## src/rtl/spi_reg_peripheral.sv

```systemverilog
// spi_reg_peripheral: SPI mode-0 write port into five 8-bit control registers; SPI_READBACK_EN adds register readback on cipo_o.
module spi_reg_peripheral #(
    parameter int SYNC_STAGES = 2
) (
    input  logic       clk,
    input  logic       rst,
    input  logic       sclk_i,
    input  logic       copi_i,
    input  logic       ncs_i,
    output logic       cipo_o,
    output logic [7:0] en_reg_out_7_0,
    output logic [7:0] en_reg_out_15_8,
    output logic [7:0] en_reg_pwm_7_0,
    output logic [7:0] en_reg_pwm_15_8,
    output logic [7:0] pwm_duty_cycle,
    output logic       txn_done_o
);
    typedef enum logic [1:0] {IDLE, SHIFT, DONE} state_t;
    state_t state_q, state_d;
    logic [SYNC_STAGES-1:0] sclk_sync_q, copi_sync_q, ncs_sync_q;
    logic sclk_dly_q, ncs_dly_q;
    logic sclk_s, copi_s, ncs_s, sclk_rise, ncs_fall, ncs_rise;
    logic [4:0] cnt_q, cnt_d;
    logic [15:0] sh_q, sh_d;
    logic [7:0] regs_q [0:4];
    logic txn_q, commit;
    assign sclk_s = sclk_sync_q[SYNC_STAGES-1];
    assign copi_s = copi_sync_q[SYNC_STAGES-1];
    assign ncs_s = ncs_sync_q[SYNC_STAGES-1];
    assign sclk_rise = sclk_s & ~sclk_dly_q;
    assign ncs_fall = ~ncs_s & ncs_dly_q;
    assign ncs_rise = ncs_s & ~ncs_dly_q;
    assign en_reg_out_7_0 = regs_q[0];
    assign en_reg_out_15_8 = regs_q[1];
    assign en_reg_pwm_7_0 = regs_q[2];
    assign en_reg_pwm_15_8 = regs_q[3];
    assign pwm_duty_cycle = regs_q[4];
    assign txn_done_o = txn_q;
    always_comb begin
        state_d = state_q;
        cnt_d = cnt_q;
        sh_d = sh_q;
        commit = 1'b0;
        case (state_q)
            IDLE: begin
                if (ncs_fall) begin
                    state_d = SHIFT;
                    cnt_d = '0;
                    sh_d = '0;
                end
            end
            SHIFT: begin
                // ncs rise wins over a coincident sclk rise
                if (ncs_rise) begin
                    state_d = DONE;
                end else if (sclk_rise) begin
                    sh_d = {sh_q[14:0], copi_s};
                    cnt_d = (cnt_q == 5'd17) ? cnt_q : cnt_q + 5'd1;
                end
            end
            DONE: begin
                state_d = IDLE;
                commit = (cnt_q == 5'd16) && sh_q[15] && (sh_q[14:8] <= 7'd4);
            end
            default: state_d = IDLE;
        endcase
    end
    always_ff @(posedge clk) begin
        if (rst) begin
            sclk_sync_q <= '0;
            copi_sync_q <= '0;
            ncs_sync_q <= '1;
            sclk_dly_q <= 1'b0;
            ncs_dly_q <= 1'b1;
            state_q <= IDLE;
            cnt_q <= '0;
            sh_q <= '0;
            txn_q <= 1'b0;
            for (int i = 0; i < 5; i++) regs_q[i] <= '0;
        end else begin
            sclk_sync_q <= {sclk_sync_q[SYNC_STAGES-2:0], sclk_i};
            copi_sync_q <= {copi_sync_q[SYNC_STAGES-2:0], copi_i};
            ncs_sync_q <= {ncs_sync_q[SYNC_STAGES-2:0], ncs_i};
            sclk_dly_q <= sclk_s;
            ncs_dly_q <= ncs_s;
            state_q <= state_d;
            cnt_q <= cnt_d;
            sh_q <= sh_d;
            txn_q <= commit;
            if (commit) regs_q[sh_q[10:8]] <= sh_q[7:0];
        end
    end
`ifdef SPI_READBACK_EN
    logic [7:0] osh_q, rd_val;
    logic [6:0] rd_addr;
    logic sclk_fall, rd_load;
    assign sclk_fall = ~sclk_s & sclk_dly_q;
    assign rd_addr = {sh_q[5:0], copi_s};
    assign rd_val = (rd_addr <= 7'd4) ? regs_q[rd_addr[2:0]] : 8'h00;
    assign rd_load = (state_q == SHIFT) && !ncs_rise && sclk_rise && (cnt_q == 5'd7) && !sh_q[6];
    assign cipo_o = (state_q != IDLE) & osh_q[7];
    // the fall right after the load keeps the MSB on the line for bit 9
    always_ff @(posedge clk) begin
        if (rst || state_q == IDLE) osh_q <= '0;
        else if (rd_load) osh_q <= rd_val;
        else if (state_q == SHIFT && sclk_fall && cnt_q >= 5'd9) osh_q <= {osh_q[6:0], 1'b0};
    end
`else
    assign cipo_o = 1'b0;
`endif
endmodule
```

## config.mk

```make
export PLATFORM = sky130hd
export DESIGN_NAME = spi_reg_peripheral
export DESIGN_NICKNAME = d
export VERILOG_FILES = /design/src/rtl/spi_reg_peripheral.sv
export SDC_FILE = /design/constraint.sdc
export NUM_CORES = 1
export LEC_CHECK = 0
export CORE_MARGIN = 3
export CORE_UTILIZATION = 47
export DETAILED_ROUTE_END_ITERATION = 12
export PLACE_DENSITY = 0.77
export SLEW_MARGIN = 25
export SYNTH_ARGS = -nofsm -noshare
export SYNTH_HDL_FRONTEND = slang
export SYNTH_SLANG_ARGS = --single-unit
```

## constraint.sdc

```tcl
create_clock -name clk -period 1.73 [get_ports clk]
set_input_delay 0.519 -clock clk [delete_from_list [all_inputs] [get_ports clk]]
set_output_delay 0.519 -clock clk [all_outputs]
set_load 0.03 [all_outputs]
```

-- Word-level counts from Yosys, hierarchy flattened
Memory sizes are Yosys's and may differ from the RTL's.
Index checks and enable logic that the tools add are counted.
- register bits: 32
- bits in writable memories: 40
- input bits: 5
- output and inout bits: 42
- logic and storage cells: 56
- memories: 1
- add/subtract/negate cells: 1
- magnitude comparators: 1
- eq/ne operators: 9
- multiplexer cells: 21
- bitwise gates (word level): 6
- reductions and logical operators: 8
- memory list (memory ; words ; width ; rd ports ; clocked after Yosys merged registers in ; wr ports ; line ; source):
    regs_q ; 5 ; 8 ; 5 ; 0 ; 5 ; 25 ; logic [7:0] regs_q [0:4];
- operators by type and width (cell ; count):
    $mux 16 ; 3
    $pmux 16 s2 ; 1
    $mux 5 ; 4
    $eq 5x5->1 const B ; 2
    $ne 2x2->1 const B ; 5
    $pmux 5 s2 ; 1
    $mux 8 ; 1
    $reduce_or 8->1 ; 1
    $le 7x3->1 const B ; 1
    $mux 1 ; 7
    $add 5x1->5 const B ; 1
    $reduce_and 5->1 ; 1
    $mux 2 ; 2
    $pmux 2 s2 ; 1
    $reduce_and 4->1 ; 1
    $and 1x1->1 ; 3
    $mux 3 ; 1
    $not 1->1 ; 3
    $eq 2x1->1 const B ; 1
    $eq 2x2->1 const B ; 1
    $logic_and 1x1->1 ; 2
    $logic_not 2->1 ; 1
    $reduce_and 2->1 ; 1
    $reduce_bool 2->1 ; 1

-- Longest topological paths before layout
Gate-level depths: netlist of the first run.
- depth after elaboration: 9
- depth in mapped cells: 6
- mapped depth without buffers: 6

-- Least setup slack after synthesis of the first run
OpenSTA, ideal clock, no wires.
- path type: reg-to-reg
- from: reg cnt_q[0]
- to: mem regs_q[2][0] (enable)
- setup time: 0.271 ns
- data arrival time: 1.477 ns
- required time: 1.459 ns
- path slack: -0.018 ns
- stages on the path, launching flop included: 7
- path buffers: 0
- cell sequence: dfxtp_1 -> inv_1 -> ha_1 -> nor2b_1 -> and4_1 -> and4_1 -> or2_2
- RTL lines (what ; line ; source):
    start, declared ; 23 ; logic [4:0] cnt_q, cnt_d;
    start signal, assigned ; 87 ; cnt_q <= cnt_d;
    end, declared ; 25 ;

==> flow_metrics.py, run 1 <==
metrics = {
    "status": {
        "outcome": "finished, final reports clean",
    },
    "clocking": {
        "cts_tree": "yes",
        "cts-root-buf": "clkbuf_8",
        "clk_path_buf_depth": 2,
        "clk_latency_ns": 0.33,
        "cts_max_level": 3,
        "clk_pin_slew_ns": 0.07,
        "clock-sinks": 72,
        "cts_inserted_buffers": 9,
    },
    "worst_hold_path": {
        "hold_class": "reg -> reg",
    },
    "power_and_ir_drop": {
        "power.total_w": 0.00316,
        "p_per_area_nw_per_um2": 876,
        "p_leak_nw": 1.44,
        "ir_drop_v": 0.000554,
    },
    "sta": {
        "setup_violations": 0,
        "period_minus_slack_ns": 1.69,
        "skew_ns": 0.00719,
        "fmax_ghz": 0.593,
        "setup_ws_ns": 0.0448,
        "finalHoldViolCount": 0,
        "report.final.slew_viol_count": 0,
        "post-route-period-util": 0.974,
        "fin_tns_setup_ns": 0,
        "rsz0062_at_grt": "yes",
    },
    "worst_setup_path": {
        "start_kind": "register",
        "crit_type": "reg -> reg",
        "worst-r2r-setup-slack_ns": 0.04,
        "cp_max_fo": 8,
        "cp.required_ns": 1.77,
        "critPathCaptureType": "register",
        "worstPathArrival_ns": 1.73,
    },
    "global_routing": {
        "antenna_found_initial": 0,
        "use_met1": 0.189,
        "grt_max_degree": 38,
        "grt_pass1_vias": 1740,
        "grt-ovfl-total": 0,
        "grt_pass1_wl_um": 8390,
        "met2_usage": 0.249,
        "grt_use_total": 0.153,
        "use_met3": 0.0595,
        "grt-busiest-layer": "met2",
    },
    "route": {
        "via_count": 1844,
        "avgViaCountPerCell": 4.98,
        "drt_pass1_iterations": 4,
        "post-route-drc-count": 0,
        "drt-wirelength-per-cell_um": 13.3,
        "drt_iter0_markers": 128,
        "totalWireLength_um": 4920,
        "ant_nets": 0,
    },
    "yosys": {
        "synth_area_um2": 2800,
        "synth.top_cell.area_share": 0.430,
        "yosysMostFrequentCell": "edfxtp_1",
        "synth_compound_area_frac": 0.0748,
        "syn_avg_cell_area_um2": 12.4,
        "synth_top_family_by_area": "simple AND/OR/NAND/NOR gates",
        "synthCells": 226,
        "yosysSeqAreaShare": 0.659,
        "syn_nets": 234,
        "synth_fa_ha_area_frac": 0.0134,
        "ys.flop_type": "edfxtp_1",
        "ys_top_cells_by_count": "edfxtp_1, nor2_1, dfxtp_1",
        "synth_edf_count": 40,
        "ys_types": 37,
        "ys_top_cells_by_area": "edfxtp_1, dfxtp_1, and2_1, nor2_1, a22oi_1",
        "yosys.area_share.simple": 0.220,
        "synth_mux_area_frac": 0.00403,
        "synth-seq-cells": 72,
        "async_reset_ff_frac": 0,
        "synthXorXnorAreaFrac": 0,
        "synth_top_cell_by_area": "edfxtp_1",
        "synth.yosys.warnings": 0,
    },
    "job": {
        "drv_cap": 0,
    },
    "cells_and_area": {
        "stdcell_area_um2": 3610,
        "antenna_cells": 0,
        "layout.nets": 301,
        "syn_to_final_growth_pct": 29.2,
        "layout-drive-gt1-share": 0.201,
        "finish.utilization": 0.640,
    },
    "floorplanning": {
        "die_w_um": 83.1,
        "ioPinCount": 47,
        "start_util": 0.495,
        "die_h_um": 83.1,
        "die_area_um2": 6910,
        "rows": 27,
        "coreArea_um2": 5640,
    },
    "place": {
        "hpwl_um": 3440,
        "gp_congestion": 0.798,
        "io_buffers": 45,
        "place_area_um2": 3410,
        "preCtsSetupSlack_ns": -0.463,
    },
}
path summary, 6_finish.rpt:
kind | startpoint | endpoint | depth (start not counted)
worst max-delay path | sh_q[14] | regs_q[3][1] | 4
worst min-delay path | ncs_sync_q[0] | ncs_sync_q[1] | 1
worst max register to register | sh_q[14] | regs_q[3][1] | 4
worst min register to register | ncs_sync_q[0] | ncs_sync_q[1] | 1
state kept, by name (all words and copies together), names as in the netlist, 2 cells and up:
signal and cells:
copi_sync_q 2, sclk_sync_q 2, state_q 2, regs_q 40, cnt_q 5, sh_q 16, ncs_sync_q 2
layout make-up:
type,instances,area [um2]
Clock buffer,12,145
Clock inverter,4,21.3
Fill cell,465,2030
Inverter,4,15.0
Multi-Input combinational cell,140,940
Sequential cell,72,1840
Tap cell,72,90.1
Timing Repair Buffer,66,556
critical path: stages, from the launching register on:
cell	delay, ns
dfxtp_2	0.34
nor4b_4	0.35
and4_4	0.29
and4_1	0.22
or2_4	0.19
logic make-up after synthesis:
logic type | Yosys count
and+or+nand+nor | 106
DFF | 72
AOI/OAI and AO/OA | 29
buffers and inverters | 14
adders and majority gates | 3
muxes | 1
other | 1
placed cells by master (no fill, tap or decap), types with 2 or more instances in the layout:
cell             synthesis  layout
a211oi_1                 2       2
a21oi_1                  3       3
a22oi_1                 16      16
and2_1                  24      24
and4_4                   0       2
buf_4                    2      21
clkbuf_1                 5       2
clkbuf_8                 0      10
clkdlybuf4s50_1          0       3
clkinv_2                 0       3
dfxtp_1                 32      30
dfxtp_2                  0       2
dlygate4sd2_1            0      42
edfxtp_1                40      40
ha_1                     3       3
inv_1                    4       4
nand2_1                  6       6
nand2b_1                 2       2
nand3_1                  4       4
nor2_1                  35      35
nor2b_1                  8       7
nor2b_4                  1       2
nor3_2                   3       2
nor3b_1                  4       3
o21ai_0                  2       2
or2_2                   10       5
or2_4                    0       5
power by group:
part	switching, W	total (W)	internal [W]	leakage [nW]
Clock	0.000564	0.00112	0.000554	0.0905
Sequential	0.0000124	0.00185	0.00184	0.673
Combinational	0.000131	0.000195	0.0000644	0.679
routing by layer:
metal	wire length (um)	vias up
met5	0	-
met4	27	0
met3	337	4
met2	2420	62
met1	2140	848
li1	-	930
stage by stage:
step | hold slack [ns] | cells
after global routing | 0.457 | 370
after detailed placement | 0.406 | 351
after CTS | 0.433 | 369
after floorplan | 0.389 | 226
after global placement | 0.409 | 351
final | 0.427 | 370
what timing repair did:
| item | CTS | global route |
|---|---|---|
| hold buffers | 0 | 0 |
| resized for setup | 49 | 7 |
| setup endpoints to repair | 81 | 47 |
| pin swaps | 4 | 5 |
| setup buffers | 2 | 1 |
Power figures use the tool's default switching activity.
==> run 2: changes to the inputs <==
- CAP_MARGIN: default -> 20
- GPL_TIMING_DRIVEN: default -> 1
==> results of run 2 <==
The final DEF is identical to that of run 1; final timing and power are the same.
